$ cat src/rtl/fetch_stage_if.sv
// Instruction-memory bus of the fetch stage: single-outstanding request strobe
// plus address, answered later by a valid strobe with the read data.
interface fetch_stage_if #(
  parameter int W = 32
) ();
  logic         ImemReq;
  logic [W-1:0] ImemAddr;
  logic         ImemValid;
  logic [W-1:0] ImemRdata;

  modport master (output ImemReq, output ImemAddr, input ImemValid, input ImemRdata);
  modport slave  (input ImemReq, input ImemAddr, output ImemValid, output ImemRdata);
endinterface

$ cat src/rtl/fetch_stage.sv
// RV32IM instruction fetch: owns PCF, drives the imem bus, holds the IF/ID register.
// Optional FETCH_ALIGN_CHECK_EN halts fetch with FetchFault on a misaligned redirect.
module fetch_stage #(
  parameter int                     INSTR_WIDTH = 32,
  parameter logic [INSTR_WIDTH-1:0] RESET_PC    = '0
) (
  input  logic                   clk,
  input  logic                   rst,
  fetch_stage_if.master          imem,
  input  logic                   Stall,
  input  logic                   Flush,
  input  logic                   PCSrc,
  input  logic [INSTR_WIDTH-1:0] PCTarget,
  output logic [INSTR_WIDTH-1:0] InstrD,
  output logic [INSTR_WIDTH-1:0] PCD,
  output logic [INSTR_WIDTH-1:0] PCPlus4D,
  output logic                   ValidD
`ifdef FETCH_ALIGN_CHECK_EN
  ,
  output logic                   FetchFault
`endif
);
  localparam logic [INSTR_WIDTH-1:0] NOP        = INSTR_WIDTH'(32'h0000_0013);
  localparam logic [INSTR_WIDTH-1:0] FOUR       = INSTR_WIDTH'(4);
  localparam logic [INSTR_WIDTH-1:0] ALIGN_MASK = ~INSTR_WIDTH'(3);

  typedef enum logic [2:0] {S_REQ, S_WAIT, S_FULL, S_DROP, S_HALT} state_e;

  state_e                 state_q, state_d;
  logic [INSTR_WIDTH-1:0] pcf_q, pcf_d;
  logic [INSTR_WIDTH-1:0] buf_q, buf_d;
  logic [INSTR_WIDTH-1:0] instr_q, pcd_q, pcp4_q;
  logic                   vld_q;
  logic                   deliver;
  logic                   misalign;
  logic [INSTR_WIDTH-1:0] dword;
  logic [INSTR_WIDTH-1:0] tgt;
`ifdef FETCH_ALIGN_CHECK_EN
  logic                   fault_q;
  assign FetchFault = fault_q;
`endif

  // Reset gates the strobe so no request leaves while rst is held.
  assign imem.ImemReq  = (state_q == S_REQ) && !rst;
  assign imem.ImemAddr = pcf_q;
  assign InstrD        = instr_q;
  assign PCD           = pcd_q;
  assign PCPlus4D      = pcp4_q;
  assign ValidD        = vld_q;

  always_comb begin
    tgt      = PCTarget & ALIGN_MASK;
    misalign = 1'b0;
`ifdef FETCH_ALIGN_CHECK_EN
    misalign = PCSrc && (PCTarget[1:0] != 2'b00);
`endif
    state_d = state_q;
    pcf_d   = pcf_q;
    buf_d   = buf_q;
    deliver = 1'b0;
    dword   = buf_q;
    case (state_q)
      S_REQ: begin
        state_d = S_WAIT;
        if (PCSrc) begin
          pcf_d   = tgt;
          state_d = S_DROP;
        end
      end
      S_WAIT: begin
        if (PCSrc) begin
          pcf_d   = tgt;
          state_d = imem.ImemValid ? S_REQ : S_DROP;
        end else if (imem.ImemValid) begin
          if (Stall) begin
            buf_d   = imem.ImemRdata;
            state_d = S_FULL;
          end else begin
            deliver = 1'b1;
            dword   = imem.ImemRdata;
          end
        end
      end
      S_FULL: begin
        if (PCSrc) begin
          pcf_d   = tgt;
          state_d = S_REQ;
        end else if (!Stall) begin
          deliver = 1'b1;
        end
      end
      S_DROP: begin
        // A second redirect here still owes one stale beat, unless it is arriving now.
        if (PCSrc) pcf_d = tgt;
        if (imem.ImemValid) state_d = S_REQ;
      end
      default: state_d = S_HALT;
    endcase
    if (deliver) begin
      pcf_d   = pcf_q + FOUR;
      state_d = S_REQ;
    end
    if (misalign) state_d = S_HALT;
  end

  always_ff @(posedge clk) begin
    if (rst) begin
      state_q <= S_REQ;
      pcf_q   <= RESET_PC;
      buf_q   <= '0;
      instr_q <= NOP;
      pcd_q   <= '0;
      pcp4_q  <= '0;
      vld_q   <= 1'b0;
`ifdef FETCH_ALIGN_CHECK_EN
      fault_q <= 1'b0;
`endif
    end else begin
      state_q <= state_d;
      pcf_q   <= pcf_d;
      buf_q   <= buf_d;
      // Flush beats a stall; a delivered word lost to Flush is always paired with a redirect.
      if (Flush || state_q == S_HALT) begin
        instr_q <= NOP;
        vld_q   <= 1'b0;
      end else if (!Stall) begin
        if (deliver) begin
          instr_q <= dword;
          pcd_q   <= pcf_q;
          pcp4_q  <= pcf_q + FOUR;
          vld_q   <= 1'b1;
        end else begin
          instr_q <= NOP;
          vld_q   <= 1'b0;
        end
      end
`ifdef FETCH_ALIGN_CHECK_EN
      if (misalign) fault_q <= 1'b1;
`endif
    end
  end
endmodule
$ cat src/flat_wrapper.sv
// flat-port wrapper written by rule: the top's interface ports become plain ports
module fetch_stage_flat 
#(
  parameter int                     INSTR_WIDTH = 32,
  parameter logic [INSTR_WIDTH-1:0] RESET_PC    = '0
)
  (clk, rst, Stall, Flush, PCSrc, PCTarget, InstrD, PCD, PCPlus4D, ValidD, imem_ImemReq, imem_ImemAddr, imem_ImemValid, imem_ImemRdata);
  fetch_stage_if imem_i ();
  input  logic clk;
  input  logic rst;
  input  logic Stall;
  input  logic Flush;
  input  logic PCSrc;
  input  logic [INSTR_WIDTH-1:0] PCTarget;
  output logic [INSTR_WIDTH-1:0] InstrD;
  output logic [INSTR_WIDTH-1:0] PCD;
  output logic [INSTR_WIDTH-1:0] PCPlus4D;
  output logic ValidD;
  output wire logic [$bits(imem_i.ImemReq)-1:0] imem_ImemReq;
  output wire logic [$bits(imem_i.ImemAddr)-1:0] imem_ImemAddr;
  input wire logic [$bits(imem_i.ImemValid)-1:0] imem_ImemValid;
  input wire logic [$bits(imem_i.ImemRdata)-1:0] imem_ImemRdata;
  assign imem_ImemReq = imem_i.ImemReq;
  assign imem_ImemAddr = imem_i.ImemAddr;
  assign imem_i.ImemValid = imem_ImemValid;
  assign imem_i.ImemRdata = imem_ImemRdata;
  fetch_stage #(.INSTR_WIDTH(INSTR_WIDTH), .RESET_PC(RESET_PC)) u_core (.clk(clk), .rst(rst), .imem(imem_i), .Stall(Stall), .Flush(Flush), .PCSrc(PCSrc), .PCTarget(PCTarget), .InstrD(InstrD), .PCD(PCD), .PCPlus4D(PCPlus4D), .ValidD(ValidD));
endmodule
$ cat config.mk
export PLATFORM = sky130hd
export DESIGN_NAME = fetch_stage_flat
export DESIGN_NICKNAME = d
export VERILOG_FILES = /design/src/rtl/fetch_stage_if.sv /design/src/rtl/fetch_stage.sv /design/src/flat_wrapper.sv
export SDC_FILE = /design/constraint.sdc
export NUM_CORES = 1
export LEC_CHECK = 0
export ABC_CLOCK_PERIOD_IN_PS = 3100
export BUFFER_PORTS_ARGS = -buffer_cell sky130_fd_sc_hd__buf_2
export CORE_ASPECT_RATIO = 0.9
export CORE_UTILIZATION = 30
export DETAILED_ROUTE_END_ITERATION = 7
export GPL_TIMING_DRIVEN = 0
export PLACE_DENSITY = 0.57
export SLEW_MARGIN = 20
export SYNTH_ARGS = -nofsm -noshare
export SYNTH_HDL_FRONTEND = slang
export SYNTH_SLANG_ARGS = --single-unit
$ cat constraint.sdc
create_clock -name clk -period 3.1 [get_ports clk]
set_input_delay 0.465 -clock clk [delete_from_list [all_inputs] [get_ports clk]]
set_output_delay 0.465 -clock clk [all_outputs]
set_load 0.005 [all_outputs]
**Yosys cells after proc, flatten, opt, wreduce, memory -nomap -nowiden**

Index checks and enable logic that the tools add are counted.

- Add/subtract/negate cells: 1
- Equality and inequality tests: 8
- Muxes and demuxes: 21
- Bitwise operators: 3
- Reductions and logical operators: 13

Operators with widths:

| kind | count |
|---|---|
| 32-bit two-way mux | 7 |
| 32-bit by 3-bit adder with 32-bit output (second input constant) | 1 |
| 3-bit two-way mux | 5 |
| 3-bit one-hot mux with 4 select lines | 1 |
| 4-bit AND reduction | 2 |
| 3-bit by 2-bit == test with 1-bit output (second input constant) | 2 |
| 3-bit != test (second input constant) | 2 |
| 1-bit two-way mux | 5 |
| 2-bit two-way mux | 2 |
| 2-bit != test (second input constant) | 2 |
| 2-bit nonzero test | 2 |
| 2-bit OR reduction | 2 |
| 4-bit OR reduction | 1 |
| 3-bit by 1-bit == test with 1-bit output (second input constant) | 1 |
| 3-bit == test (second input constant) | 1 |
| 3-bit logical NOT | 1 |
| 1-bit NOT | 3 |
| 3-bit AND reduction | 1 |
| 1-bit one-hot mux with 2 select lines | 1 |
| 2-bit AND reduction | 1 |
| 1-bit logical AND | 1 |
| 1-bit logical NOT | 1 |
| 1-bit logical OR | 1 |

- Register bits: 164
- Word-level logic and storage cells: 53

**Logic depth before layout (Yosys ltp)**

Gate-level depths: netlist of run 1.

- Word-level depth: 6
- Mapped depth: 9
- Gate-level depth less buffers: 6

**Worst setup path after synthesis of run 1**

Ideal clock, no wire load.

- Path kind: input -> register
- From: input PCSrc
- To: register u_core.instr_q[10] (netlist: u_core.InstrD[10])
- Setup time: 128 ps
- Arrival: 1748 ps
- Required time: 2972 ps
- Slack: 1225 ps
- Stages on the path: 6
- Cells stage by stage: clkbuf_1 > nor3_2 > buf_2 > mux2_2 > a22oi_1 > nor2_1

- Word-level cells in the longest chain between the ends: 3
- Elaborated cells between the ends (all ways): 6
- Classes of those cells: mux: 6

RTL lines:

| item | RTL line | RTL |
|---|---|---|
| start, declared | flat_wrapper.sv:13 | `input logic PCSrc;` |
| 1-bit two-way mux, or another cell as far along | fetch_stage.sv:85 | `if (PCSrc) begin` |
| 1-bit one-hot mux with 2 select lines / 32-bit two-way mux (equally long branches) | fetch_stage.sv:62 | `case (state_q)` |
| 32-bit two-way mux * | fetch_stage.sv:127 | `if (deliver) begin` |
| end signal, assigned | fetch_stage.sv:128 | `instr_q <= dword;` |
| end, declared | fetch_stage.sv:32 | `logic [INSTR_WIDTH-1:0] instr_q, pcd_q, pcp4_q;` |

Every way passes the cells marked *; elsewhere a longest branch is shown, timed or not.
A chain may end at the register's enable or synchronous reset.

**Final worst setup path of run 1**

- From: register u_core.pcf_q[2] (netlist: u_core.imem.ImemAddr[2])
- To: register u_core.pcf_q[16] (netlist: u_core.imem.ImemAddr[16])

- Word-level cells in the longest chain between the ends: 2

RTL lines:

| item | RTL line | RTL |
|---|---|---|
| start, declared | fetch_stage.sv:30 | `logic [INSTR_WIDTH-1:0] pcf_q, pcf_d;` |
| start signal, assigned | fetch_stage.sv:120 | `pcf_q <= pcf_d;` |
| 32-bit by 3-bit adder with 32-bit output | fetch_stage.sv:100 | `pcf_d = pcf_q + FOUR;` |
| 32-bit two-way mux | fetch_stage.sv:99 | `if (deliver) begin` |

Every way passes these cells.

==> results of run 1 <==
[area by class of cell]
cell class / instances / area [um2] / share of cell area
clock inverters: 13 / 161.4 / 0.01777
diodes: 4 / 10.01 / 0.001102
inverters: 8 / 30.03 / 0.003307
flip-flops and latches: 158 / 3163 / 0.3483
well taps: 302 / 377.9 / 0.04161
repair buffers: 189 / 945.9 / 0.1042
multi-input cells: 608 / 3570 / 0.3931
plain buffers: 81 / 380.4 / 0.04188
clock buffers: 19 / 442.9 / 0.04877
[cell usage in the layout (no fill, tap or decap), types with 5 or more instances in the layout]
master     count
nand4_1        7
a21oi_1       87
a211oi_2       5
and4_1         5
o32ai_1        5
nand2b_1      11
a211oi_1      25
mux2_2        32
nor3_1        13
inv_1          8
clkbuf_1      35
nor2_1        87
nor4_1        11
buf_2        220
xor2_1        11
buf_4          9
and3_1         6
dfxtp_1      158
nand2_1      155
conb_1         6
o21ai_0       18
xnor2_1       17
clkbuf_16     17
nor3b_1        7
nand3b_1       5
nand3_1        8
a22oi_1       30
[per-stage QoR]
step,hold WS (ns),instances
after floorplan,0.4338,855
after global placement,0.4393,1346
after detailed placement,0.4445,1346
after CTS,0.2589,1378
after global routing,0.2695,1378
final,0.2710,1382
[cells by family after synthesis]
group | count (synthesis)
and+or+nand+nor | 337
AOI/OAI and AO/OA | 203
DFF | 158
buffers and inverters | 89
muxes | 33
xor gates and xnor gates | 28
adders and majority gates | 1
other | 1
[per-layer routing]
layer	GRT usage	routed length, um	vias up
met5	0	0	-
met4	0.07248	434	0
met3	0.06525	2278	30
met2	0.3118	10770	255
met1	0.2685	11360	3286
li1	-	-	3389
[state kept, by name (all words and copies together) (netlist names)]
signal and cells:
u_core.InstrD 32, u_core.buf_q 32, u_core.PCD 30, u_core.PCPlus4D 30, u_core.imem.ImemAddr 30, u_core.state_q 3, u_core.ValidD 1
[worst max-delay path, delay by kind of cell, from the launching register on]
family,cells,cell delay [ns]
AO/OA/AOI/OAI,2,0.41
adder cells (fa/ha/maj),1,0.36
flip-flops,1,0.52
AND/OR/NAND/NOR,3,0.93
[power by group through the flow]
stage | combinational (mW) | clock (mW) | sequential, mW
finish | 0.572 | 2.23 | 2.18
global route | 0.628 | 2.35 | 2.18
CTS | 0.570 | 2.27 | 2.18
detailed placement | 0.567 | 0 | 2.22
global placement | 0.564 | 0 | 2.22
floorplan | 0.332 | 0 | 2.20
[how the worst max path moves through the flow]
| stage | from | to | cells past startpoint |
|---|---|---|---|
| final | u_core.imem.ImemAddr[2] | u_core.imem.ImemAddr[16] | 6 |
| after global routing | u_core.state_q[1] | u_core.buf_q[26] | 5 |
| after CTS | rst | imem_ImemReq | 5 |
| after detailed placement | PCSrc | u_core.imem.ImemAddr[3] | 7 |
| after global placement | Stall | u_core.buf_q[3] | 6 |
| after floorplan | PCSrc | u_core.InstrD[10] | 6 |
==> metrics, run 1 <==
worst slew pin tran 0.9945 ns; distinct cell type count after synthesis 61; hold_buf cts 0; DR DRC count 0; initial drt markers 440; DRT Pass-1 Iters 6; Worst Skew around 0.011 ns; min cycle time layout 2.352 ns; logic gate share of total power 0.115; Ys Warns 0; Hold Crit Class input port to register; Vias/cell 5.036; CTS clk-pin slew, worst paths 0.07 ns; Critical R2R Launch u_core.imem.ImemAddr[2]; final setup margin 0.7478 ns; I/O Buffers about 190; Area Overhead vs Synth 27.47%; CTS Buffer Depth 2; hold path startpoint imem_ImemRdata[24]; CP required 3.41 ns; post-route cell area 9081 um2; max cap viols 0; Sw Share 0.2742; first-pass GRT wire length 37.54 mm; Int Power around 3.6 mW; post-synthesis compound-gate area fraction 0.1858; post-synthesis xor/xnor area fraction 0.03442; worst r2r path cells 6; Inserted Clock Buffers 17; worst skew pair latency 0.44 ns; total congestion overflow 0; top cells by area, synth dfxtp_1, nand2_1, a21oi_1; Hold Crit Depth 3; largest net degree at the start of global routing 17; initial antenna violation count 4; Simple-Gate Fraction of Synth Area 0.2239; Detail Route Antenna Nets 0; synthesized cell area between 7000 and 8000 um2; Worst EP arrival 2.66 ns; IO Pins 200; final hold violation count 0; final slew viol count 0; mux cell area share after synthesis 0.05198; number of synthesized flops with an enable pin 0; Register-to-Register Setup Slack around 0.75 ns; CP Launch Type register; CP max stage cell dfxtp_1; sequential-to-total area share from yosys stat 0.4440; status finished clean; Std-Cell Rows between 50 and 60; Post-Syn Instances 850; Async SR Flop Fraction 0; slowest stage delay, CP 0.52 ns; final core utilization 0.3890; Post-CTS Setup Bufs 0; WHS Endpoint u_core.buf_q[24]; CTS tree built; crit path max fanout 8; worst vdd ir 302.6 uV; Synth Area in Adders 0.001756; Tcrit/Tclk final 0.7588; clock share of power 0.448; Routed WL per cell 17.97 um; H-tree Lvls 4; final wirelength 24.84 mm; floorplan core area about 23,000 um2; DR vias 6,960; Worst Setup Slack post-DPL 0.6355 ns; Setup crit end kind register; setup TNS 0 ns; class of the most critical setup path register to register; sequential share of power 0.437; top cells by count, synth dfxtp_1, nand2_1, a21oi_1, nor2_1, clkbuf_1; Synth Flop Type dfxtp_1; Yosys reg bits 158; Final Setup Violations 0; vias in the first global route 6,625; starting density of the core 0.3052; most common cell in the netlist dfxtp_1; Relative slew margins 0.3309; DP Wirelength 17.86 mm; share of cells above drive strength 1 0.2928; Max Freq 425.1 MHz; all-layer global routing usage 0.2041; post-synth top area share 0.4440; Yosys top cell by area dfxtp_1; critical path, cell by cell ha_1 > nand4_1 > nor4_1 > o21ai_0 > a221oi_1 > nor2_1; Final nets ~1,100; Root Buffer clkbuf_16; pwr dens between 500 and 600 nW/um2; Die Height 148.2 um; Die ar. approximately 24,000 um2; CTS Sinks 158; # resized after CTS 0; total power between 4 and 5 mW; RSZ-0062 raised after global routing no; placed instance area approximately 8500 um2; GP Congestion 0.8553; Leak Pwr 3.674 nW; die span in x 164.4 um; fill count 2,457; switching power 1.366 mW; largest family of logic cells by synthesized area simple AND/OR/NAND/NOR gates; syn_area_per_cell 8.382 um2; Worst R2R End u_core.imem.ImemAddr[16]
Power figures use the tool's default switching activity.
==> inputs of run 2 (changes only) <==
--- a/config.mk
+++ b/config.mk
@@ -5,7 +5,7 @@
 export SDC_FILE = /design/constraint.sdc
 export NUM_CORES = 1
 export LEC_CHECK = 0
-export ABC_CLOCK_PERIOD_IN_PS = 3100
+export ABC_CLOCK_PERIOD_IN_PS = 2340
 export BUFFER_PORTS_ARGS = -buffer_cell sky130_fd_sc_hd__buf_2
 export CORE_ASPECT_RATIO = 0.9
 export CORE_UTILIZATION = 30
==> constraint.sdc (replaced) <==
create_clock -name clk -period 2.34 [get_ports clk]
set_input_delay 0.351 -clock clk [delete_from_list [all_inputs] [get_ports clk]]
set_output_delay 0.351 -clock clk [all_outputs]
set_load 0.005 [all_outputs]
==> run 2 against run 1 <==
Against the previous run: clock-buffer cell count unchanged; critical path depth unchanged; setup slack lost 0.59 ns; power up 33%; cell count up 0.72%; register-to-register slack worse by 0.59 ns; largest cell class unchanged; via count rose by 0.80%; first-iteration DRC count is 3.0% higher.
==> metrics, run 2 (synthesized netlist as in run 1, its figures left out) <==
status finished clean; Die ar. 24,370 um2 (unchanged); CP Launch Type register; Max Freq 457.4 MHz (+7.6%); Worst Setup Slack post-DPL -0.01047 ns (-0.6460 ns); DR DRC count 0 (unchanged); setup TNS 0 ns (unchanged); worst r2r path cells 6 (unchanged); total power 6.616 mW (+33%); max cap viols 0 (unchanged); crit path max fanout 8 (unchanged); vias in the first global route 6,625 (unchanged); final wirelength 24.93 mm (+0.35%); share of cells above drive strength 1 0.3020 (+0.009275); GP Congestion 0.8553 (unchanged); Area Overhead vs Synth 28.82%; Vias/cell 5.040 (about the same); commonest cells after routing, fill and taps aside buf_2, dfxtp_1, nand2_1; Die Height 148.2 um (unchanged); Root Buffer clkbuf_16; Routed WL per cell 17.91 um (-0.37%); fill count 2,450 (-0.28%); DR vias 7,016 (+0.80%); placed instance area 8467 um2 (unchanged); H-tree Lvls 4 (unchanged); Final Setup Violations 0 (unchanged); Setup crit end kind register; worst vdd ir 336.1 uV (+11%); Worst Skew 0.01217 ns (+0.0009589 ns); worst slew pin tran 0.7398 ns (-0.2547 ns); final setup margin 0.1540 ns (-0.5938 ns); DP Cell Count 1,346 (unchanged); Hold Crit Class input port to register; Tcrit/Tclk final 0.9342 (+0.1754); CTS clk-pin slew, worst paths 0.07 ns (about the same); final slew viol count 0 (unchanged); final core utilization 0.3932 (+0.004127); class of the most critical setup path register to register; floorplan core area 23,340 um2 (unchanged); Detail Route Antenna Nets 0 (unchanged); starting density of the core 0.3052 (unchanged); total congestion overflow 0 (unchanged); CP required 2.68 ns (-0.73 ns); initial antenna violation count 4 (unchanged); all-layer global routing usage 0.2041 (unchanged); pwr dens 720.9 nW/um2 (+31%); min cycle time layout 2.186 ns (-0.1662 ns); DRT Pass-1 Iters 7 (+1); Leak Pwr 3.725 nW (+1.4%); Inserted Clock Buffers 17 (unchanged); commonest non-fill, non-tap cell in the layout buf_2; Final Hold Slack 0.1540 ns (-0.1170 ns); first-pass GRT wire length 37.54 mm (unchanged); Final nets 1,144 (+0.88%); Std-Cell Rows 53 (unchanged); initial drt markers 453 (+3.0%); CTS tree built; CTS Buffer Depth 2 (unchanged); largest net degree at the start of global routing 17 (unchanged); Worst EP arrival 2.53 ns (-0.13 ns); IO Pins 200 (unchanged); die span in x 164.4 um (unchanged); final hold violation count 0 (unchanged); CTS Sinks 158 (unchanged); Hold Crit Depth 3 (unchanged); worst skew pair latency 0.44 ns (about the same); Relative slew margins 0.5068 (+0.1759); RSZ-0062 raised after global routing no; I/O Buffers 189 (unchanged); post-route cell area 9178 um2 (+1.1%); DP Wirelength 17.86 mm (unchanged); hold_buf cts 0 (unchanged); Final Non-Filler Cells 1,392 (+0.72%)
[run 2: cell types whose count changed in the layout (fill, tap and decap cells not counted), sizes merged]
cell | previous run | this run
clkbuf | 56 | 59
buf | 233 | 240
[run 2: path summary, 6_finish.rpt]
kind | startpoint | to | slack, ns
worst max-delay path | u_core.imem.ImemAddr[2] | u_core.imem.ImemAddr[30] | 0.15
worst min register to register | u_core.PCD[2] | u_core.PCD[2] | 0.45
worst min-delay path | imem_ImemRdata[24] | u_core.buf_q[24] | 0.15
worst max register to register | u_core.imem.ImemAddr[2] | u_core.imem.ImemAddr[30] | 0.15
[run 2: critical path, stage by stage, from the launching register on]
cell       delay (ns)
dfxtp_1          0.52
ha_1             0.37
nand2_1          0.14
nor2_2           0.35
nand4_1          0.16
xor2_1           0.20
a2111oi_2        0.35
[run 2: layout make-up]
type | count | area [um2] | share of cell area
clock buffer | 19 | 442.9 | 0.04826
tap | 302 | 377.9 | 0.04117
clock inverter | 13 | 161.4 | 0.01759
timing repair buffer | 199 | 1021 | 0.1112
buffer | 81 | 386.6 | 0.04213
multi-input combinational | 608 | 3585 | 0.3906
sequential | 158 | 3163 | 0.3446
inverter | 8 | 30.03 | 0.003272
antenna | 4 | 10.01 | 0.001091
[run 2: routing by layer]
metal | track usage | vias to the layer above | part of all wire | wire length (um)
li1 | - | 3411 | - | -
met1 | 0.2685 | 3308 | 0.46 | 11520
met2 | 0.3118 | 260 | 0.43 | 10750
met3 | 0.06525 | 37 | 0.088 | 2183
met4 | 0.07248 | 0 | 0.019 | 472
met5 | 0 | - | 0 | 0
[run 2: power by group]
group          leakage [nW]  total [mW]  internal (mW)  switching (mW)
sequential             1.28        2.88           2.78           0.106
combinational          2.15       0.766          0.307           0.459
clock                 0.298        2.97           1.71            1.25
total                  3.72        6.62           4.80            1.82
[run 2: timing repair]
action / 4_1_cts / 5_1_grt
endpoints found under the hold margin: 0 / 0
gates resized for setup: 0 / 6
setup endpoints to repair: 0 / 82
buffers inserted: 0 / 10
